===== src/rtl/uart_pkg.sv =====
// Shared types and constants for the UART blocks (transmitter now, receiver later).
package uart_pkg;

  localparam int unsigned OVERSAMPLE = 16;

  typedef enum logic [2:0] {
    IDLE,
    START,
    DATA,
    PARITY,
    STOP
  } state_t;

endpackage


===== src/rtl/uart_baud_gen.sv =====
// Oversampling baud tick generator: one tick every dvsr+1 clocks while not held.
module uart_baud_gen
  import uart_pkg::*;
#(
  parameter int unsigned DVSR_WIDTH = 11
) (
  input  logic                  clk,
  input  logic                  reset,
  input  logic                  hold,
  input  logic [DVSR_WIDTH-1:0] dvsr,
  output logic                  tick
);

  logic [DVSR_WIDTH-1:0] cnt_q, cnt_d;

  always_comb begin
    // >= rather than == so a divisor lowered mid-count cannot strand the counter.
    tick  = !hold && (cnt_q >= dvsr);
    cnt_d = (hold || tick) ? '0 : cnt_q + DVSR_WIDTH'(1);
  end

  always_ff @(posedge clk) begin
    if (!reset) begin
      cnt_q <= '0;
    end else begin
      cnt_q <= cnt_d;
    end
  end

endmodule


===== src/rtl/fifo_uart_tx.sv =====
// UART transmitter draining a FIFO read port, 8N1 by default.
// Define FIFO_UART_TX_PARITY_EN to insert an even-parity bit between data and stop.
module fifo_uart_tx
  import uart_pkg::*;
#(
  parameter int unsigned DATA_WIDTH = 8,
  parameter int unsigned SB_TICK    = 16,
  parameter int unsigned DVSR_WIDTH = 11
) (
  input  logic                  clk,
  input  logic                  reset,
  input  logic [DVSR_WIDTH-1:0] dvsr,
  input  logic                  fifo_empty,
  input  logic [DATA_WIDTH-1:0] fifo_rd_data,
  output logic                  fifo_rd,
  output logic                  tx,
  output logic                  tx_busy,
  output logic                  tx_done_tick
);

  localparam int unsigned S_W = $clog2(SB_TICK > OVERSAMPLE ? SB_TICK : OVERSAMPLE);
  localparam int unsigned N_W = (DATA_WIDTH > 1) ? $clog2(DATA_WIDTH) : 1;

  localparam logic [S_W-1:0] LAST_S    = S_W'(OVERSAMPLE - 1);
  localparam logic [S_W-1:0] LAST_STOP = S_W'(SB_TICK - 1);
  localparam logic [N_W-1:0] LAST_N    = N_W'(DATA_WIDTH - 1);

  state_t                state_q, state_d;
  logic [S_W-1:0]        s_q, s_d;
  logic [N_W-1:0]        n_q, n_d;
  logic [DATA_WIDTH-1:0] shift_q, shift_d;
  logic                  tx_q, tx_d;
  logic                  tick;
`ifdef FIFO_UART_TX_PARITY_EN
  logic                  parity_q, parity_d;
`endif

  uart_baud_gen #(
    .DVSR_WIDTH(DVSR_WIDTH)
  ) u_baud_gen (
    .clk  (clk),
    .reset(reset),
    .hold (state_q == IDLE),
    .dvsr (dvsr),
    .tick (tick)
  );

  always_comb begin
    state_d      = state_q;
    s_d          = s_q;
    n_d          = n_q;
    shift_d      = shift_q;
    fifo_rd      = 1'b0;
    tx_done_tick = 1'b0;
`ifdef FIFO_UART_TX_PARITY_EN
    parity_d     = parity_q;
`endif

    case (state_q)
      IDLE: begin
        // Gate on reset so no pop is issued in a cycle whose edge would discard it.
        if (!fifo_empty && reset) begin
          fifo_rd = 1'b1;
          shift_d = fifo_rd_data;
          s_d     = '0;
          state_d = START;
`ifdef FIFO_UART_TX_PARITY_EN
          parity_d = ^fifo_rd_data;
`endif
        end
      end
      START: begin
        if (tick) begin
          if (s_q == LAST_S) begin
            state_d = DATA;
            s_d     = '0;
            n_d     = '0;
          end else begin
            s_d = s_q + S_W'(1);
          end
        end
      end
      DATA: begin
        if (tick) begin
          if (s_q == LAST_S) begin
            shift_d = shift_q >> 1;
            s_d     = '0;
            if (n_q == LAST_N) begin
`ifdef FIFO_UART_TX_PARITY_EN
              state_d = PARITY;
`else
              state_d = STOP;
`endif
            end else begin
              n_d = n_q + N_W'(1);
            end
          end else begin
            s_d = s_q + S_W'(1);
          end
        end
      end
`ifdef FIFO_UART_TX_PARITY_EN
      PARITY: begin
        if (tick) begin
          if (s_q == LAST_S) begin
            state_d = STOP;
            s_d     = '0;
          end else begin
            s_d = s_q + S_W'(1);
          end
        end
      end
`endif
      STOP: begin
        if (tick) begin
          if (s_q == LAST_STOP) begin
            state_d      = IDLE;
            tx_done_tick = 1'b1;
          end else begin
            s_d = s_q + S_W'(1);
          end
        end
      end
      default: state_d = IDLE;
    endcase

    // tx is registered from the next state so the line tracks the state cycle-for-cycle.
    case (state_d)
      IDLE:    tx_d = 1'b1;
      START:   tx_d = 1'b0;
      DATA:    tx_d = shift_d[0];
`ifdef FIFO_UART_TX_PARITY_EN
      PARITY:  tx_d = parity_d;
`endif
      default: tx_d = 1'b1;
    endcase
  end

  always_ff @(posedge clk) begin
    if (!reset) begin
      state_q <= IDLE;
      s_q     <= '0;
      n_q     <= '0;
      shift_q <= '0;
      tx_q    <= 1'b1;
`ifdef FIFO_UART_TX_PARITY_EN
      parity_q <= 1'b0;
`endif
    end else begin
      state_q <= state_d;
      s_q     <= s_d;
      n_q     <= n_d;
      shift_q <= shift_d;
      tx_q    <= tx_d;
`ifdef FIFO_UART_TX_PARITY_EN
      parity_q <= parity_d;
`endif
    end
  end

  assign tx      = tx_q;
  assign tx_busy = (state_q != IDLE);

endmodule


===== config.mk =====
export PLATFORM = sky130hd
export DESIGN_NAME = fifo_uart_tx
export DESIGN_NICKNAME = d
export VERILOG_FILES = /design/src/rtl/uart_pkg.sv /design/src/rtl/uart_baud_gen.sv /design/src/rtl/fifo_uart_tx.sv
export SDC_FILE = /design/constraint.sdc
export NUM_CORES = 1
export LEC_CHECK = 0
export CAP_MARGIN = 10
export CELL_PAD_IN_SITES_DETAIL_PLACEMENT = 1
export CELL_PAD_IN_SITES_GLOBAL_PLACEMENT = 1
export CORE_ASPECT_RATIO = 1.5
export CORE_UTILIZATION = 44
export DETAILED_ROUTE_END_ITERATION = 8
export GPL_TIMING_DRIVEN = 0
export PLACE_DENSITY = 0.8
export SLEW_MARGIN = 20
export SYNTH_ARGS = -nofsm -noshare
export SYNTH_HDL_FRONTEND = slang
export SYNTH_SLANG_ARGS = --single-unit

===== constraint.sdc =====
create_clock -name clk -period 4 [get_ports clk]
set_clock_uncertainty 0.05 [all_clocks]
set_input_delay 0.8 -clock clk [delete_from_list [all_inputs] [get_ports clk]]
set_output_delay 0.8 -clock clk [all_outputs]
set_load 0.02 [all_outputs]

==> metrics.md <==
| Metric | Value |
|---|---|
| First-pass GRT wire length | `8466 um` |
| RD Place Congestion | `0.7884` |
| Initial antenna violation count | `0` |
| Top-Level Pins | `26` |
| Max Slew Vio Count | `0` |
| Critical R2R Capture | `tx` |
| Req. time, crit path | `3150 ps` |
| Rows | `28` |
| TritonRoute pass-1 iters | `4` |
| Area contributors post-synth | `dfxtp_1, ha_1, nor2_1` |
| Largest stage delay, worst path | `470 ps` |
| Syn nets | `246` |
| Clock buffer depth | `2` |
| EDFF count, synth | `0` |
| Total power after layout | `684.2 uW` |
| Leak pwr | `0.9172 nW` |
| Number of diodes | `0` |
| Post-synth ARST share | `0` |
| Layout filler cell count | `481` |
| Max-cap viol count | `0` |
| Slew of the pin with the lowest slew margin | `455.3 ps` |
| Met1 Track Usage GR | `0.2163` |
| Post-route DRC | `0` |
| Number of CTS-inserted buffers | `5` |
| Synth area leader | `dfxtp_1` |
| Via density | `5.909` |
| Timing endpoint of the critical path | `tx_done_tick` |
| Reg-to-reg critical path startpoint | `u_baud_gen.cnt_q[0]` |
| Detailed Route Iter0 Violations | `71` |
| HPWL Detailed | `3972 um` |
| R2R Setup Slk | `1760 ps` |
| Crit path from | `dvsr[10]` |
| CTS tree | `yes` |
| Area grow syn2layout | `22.21%` |
| CTS Sinks | `30` |
| RSZ-0062 raised after global routing | `no` |
| Slowest-stage cell, CP | `clkdlybuf4s50_1` |
| Placed Cells | `279` |
| Gr busiest metal | `met2` |
| # nets final | `278` |
| GR Util All Layers | `0.2426` |
| Final setup fails | `0` |
| Synthesized instance count | `209` |
| Worst Path Buf+Inv | `3` |
| Largest net degree at the start of global routing | `11` |
| Worst Path Arrival | `2850 ps` |
| Critical Path, Cell by Cell | `clkdlybuf4s50_1 > inv_1 > ha_1 > and4_4 > nand2_4 > o21ai_4 > nor2_2 > nor3_1 > dlygate4sd2_1` |
| Grt ovf | `0` |
| Core Region | `3994 um^2` |
| Most used DFF post-synth | `dfxtp_1` |
| Setup tns final | `0 ps` |
| Sequential share of the synthesized area | `0.3211` |
| Yosys warnings | `0` |
| Largest delay share family, worst path | `buffers and inverters` |
| DIE AREA | `4521 um^2` |
| Drt wl/cell | `17.75 um` |
| Reg2Reg Depth | `8` |
| Cell depth of the worst setup path | `9` |
| Met3 global-route usage | `0.03780` |
| Vias in the first global route | `1861` |
| Pwr Density | `299.3 nW/um^2` |
| Worst slack at placement | `-16.92 ps` |
| Worst relative slew slack | `0.6965` |
| Status | `finished, final reports clean` |
| IO buf count | `25` |
| Area of the mapped netlist | `1871 um^2` |
| Fin util | `0.5724` |
| Final worst setup slack | `297.6 ps` |
| Flops & latches, synth | `30` |
| Final Hold Vio Count | `0` |
| Synth unique cells | `55` |
| DIE HEIGHT | `81.86 um` |
| Hold-fix buffers, CTS | `0` |
| Maximum vdd drop | `195.4 uV` |
| Final std cells w/o fill | `287` |
| CP startpoint kind | `input port` |
| Maximum clock rate | `270.1 MHz` |
| Crit path kind | `in2out` |
| Die width | `55.24 um` |
| Clock latency on the worst-skew pair | `280 ps` |
| Clk pin slew, worst setup/hold paths | `60 ps` |
| Clock tree root driver cell | `clkbuf_8` |
| Routed wire length | `5093 um` |
| M2 GR Usage | `0.4988` |
| H-tree depth | `2` |
| Worst-path maximum fanout | `5` |
| Worst hold path type | `reg2reg` |
| Period utilization | `0.9256` |
| Mapped Avg Cell Area | `8.950 um^2` |
| Final Critical Period | `3702 ps` |
| Post-DRT Antenna Nets | `0` |
| CP Capture Type | `output pin` |
| Layout cells sized above 1 | `0.1529` |
| Top-area cell type share of the netlist area | `0.3211` |
| DR vias | `1696` |
| Initial Util | `0.4684` |
==> timing repair <==
item,CTS,global route
resized for setup,1,0
endpoints found under the hold margin,0,0
buffers inserted,0,0
setup endpoints to repair,1,0
==> Yosys cell counts (2+ instances only) <==
| cell | n |
|---|---|
| o21ai_0 | 5 |
| inv_1 | 16 |
| a21oi_1 | 11 |
| nor2_4 | 2 |
| o221a_2 | 2 |
| a222oi_1 | 6 |
| nand4b_1 | 2 |
| dfxtp_1 | 30 |
| o21a_4 | 2 |
| nor2_1 | 32 |
| and2_1 | 2 |
| mux2i_1 | 4 |
| o211ai_1 | 2 |
| xor2_1 | 6 |
| xnor2_1 | 4 |
| nand3_1 | 5 |
| a32oi_1 | 3 |
| and4_4 | 2 |
| and3_1 | 5 |
| ha_1 | 15 |
| nand4_1 | 2 |
| nor3_1 | 2 |
| a21o_2 | 2 |
| buf_4 | 2 |
| nand2_1 | 15 |
==> worst min-delay path by stage <==
stage | start | to | slack (ps) | depth (start not counted)
floorplan | u_baud_gen.cnt_q[0] | u_baud_gen.cnt_q[0] | 390 | 1
global placement | u_baud_gen.cnt_q[0] | u_baud_gen.cnt_q[0] | 410 | 1
detailed placement | u_baud_gen.cnt_q[0] | u_baud_gen.cnt_q[0] | 430 | 1
CTS | u_baud_gen.cnt_q[0] | u_baud_gen.cnt_q[0] | 450 | 1
global route | n_q[1] | n_q[1] | 480 | 2
finish | u_baud_gen.cnt_q[0] | u_baud_gen.cnt_q[0] | 450 | 1
==> cell type report <==
class / instances / area, um^2 / area share
flip-flops and latches: 30 / 600.6 / 0.2627
multi-input cells: 157 / 1166 / 0.5101
repair buffers: 25 / 249.0 / 0.1089
well taps: 45 / 56.30 / 0.02463
clock buffers: 8 / 110.1 / 0.04817
plain buffers: 5 / 35.03 / 0.01533
inverters: 17 / 68.82 / 0.03010
==> routing by layer <==
metal / routed length (um) / vias to the layer above
li1: - / 813
met1: 1767 / 816
met2: 2925 / 45
met3: 169 / 22
met4: 231 / 0
met5: 0 / -
==> placed cells by master, fill, tap and decap left out, types with 3 or more instances in the layout <==
| cell | n |
|---|---|
| nand3_1 | 5 |
| a21oi_1 | 11 |
| ha_1 | 15 |
| xor2_1 | 6 |
| clkbuf_8 | 8 |
| a222oi_1 | 6 |
| nand2_1 | 15 |
| clkdlybuf4s50_1 | 24 |
| a32oi_1 | 3 |
| xnor2_1 | 4 |
| and3_1 | 5 |
| dfxtp_1 | 30 |
| nor2_1 | 32 |
| o21ai_0 | 5 |
| inv_1 | 16 |
| mux2i_1 | 4 |
==> cell families after synthesis <==
kind of cell               share of synthesized area
AOI/OAI and AO/OA                             0.2281
and+or+nand+nor                               0.2268
buffers and inverters                        0.05551
xor gates and xnor gates                     0.04682
adders and majority gates                     0.1003
muxes                                        0.02141
DFF                                           0.3211
==> power breakdown <==
group / internal [mW] / total, mW / switching, mW / leakage, nW
sequential: 0.305 / 0.309 / 0.00415 / 0.243
combinational: 0.0443 / 0.0879 / 0.0436 / 0.616
clock: 0.174 / 0.287 / 0.114 / 0.0575
total: 0.523 / 0.684 / 0.162 / 0.917
==> state kept, by name, summed over array words and instances (netlist names) <==
| register | count |
|---|---|
| s_q | 4 |
| state_q | 3 |
| u_baud_gen.cnt_q | 11 |
| tx | 1 |
| shift_q | 8 |
| n_q | 3 |
==> through the flow <==
step / area [um^2] / hold WS (ps)
3_5_place_dp: 2177 / 431.8
5_1_grt: 2286 / 479.4
3_3_place_gp: 2177 / 407.3
4_1_cts: 2286 / 449.6
2_1_floorplan: 1871 / 391.1
6_report: 2286 / 449.6
Power figures use the tool's default switching activity.
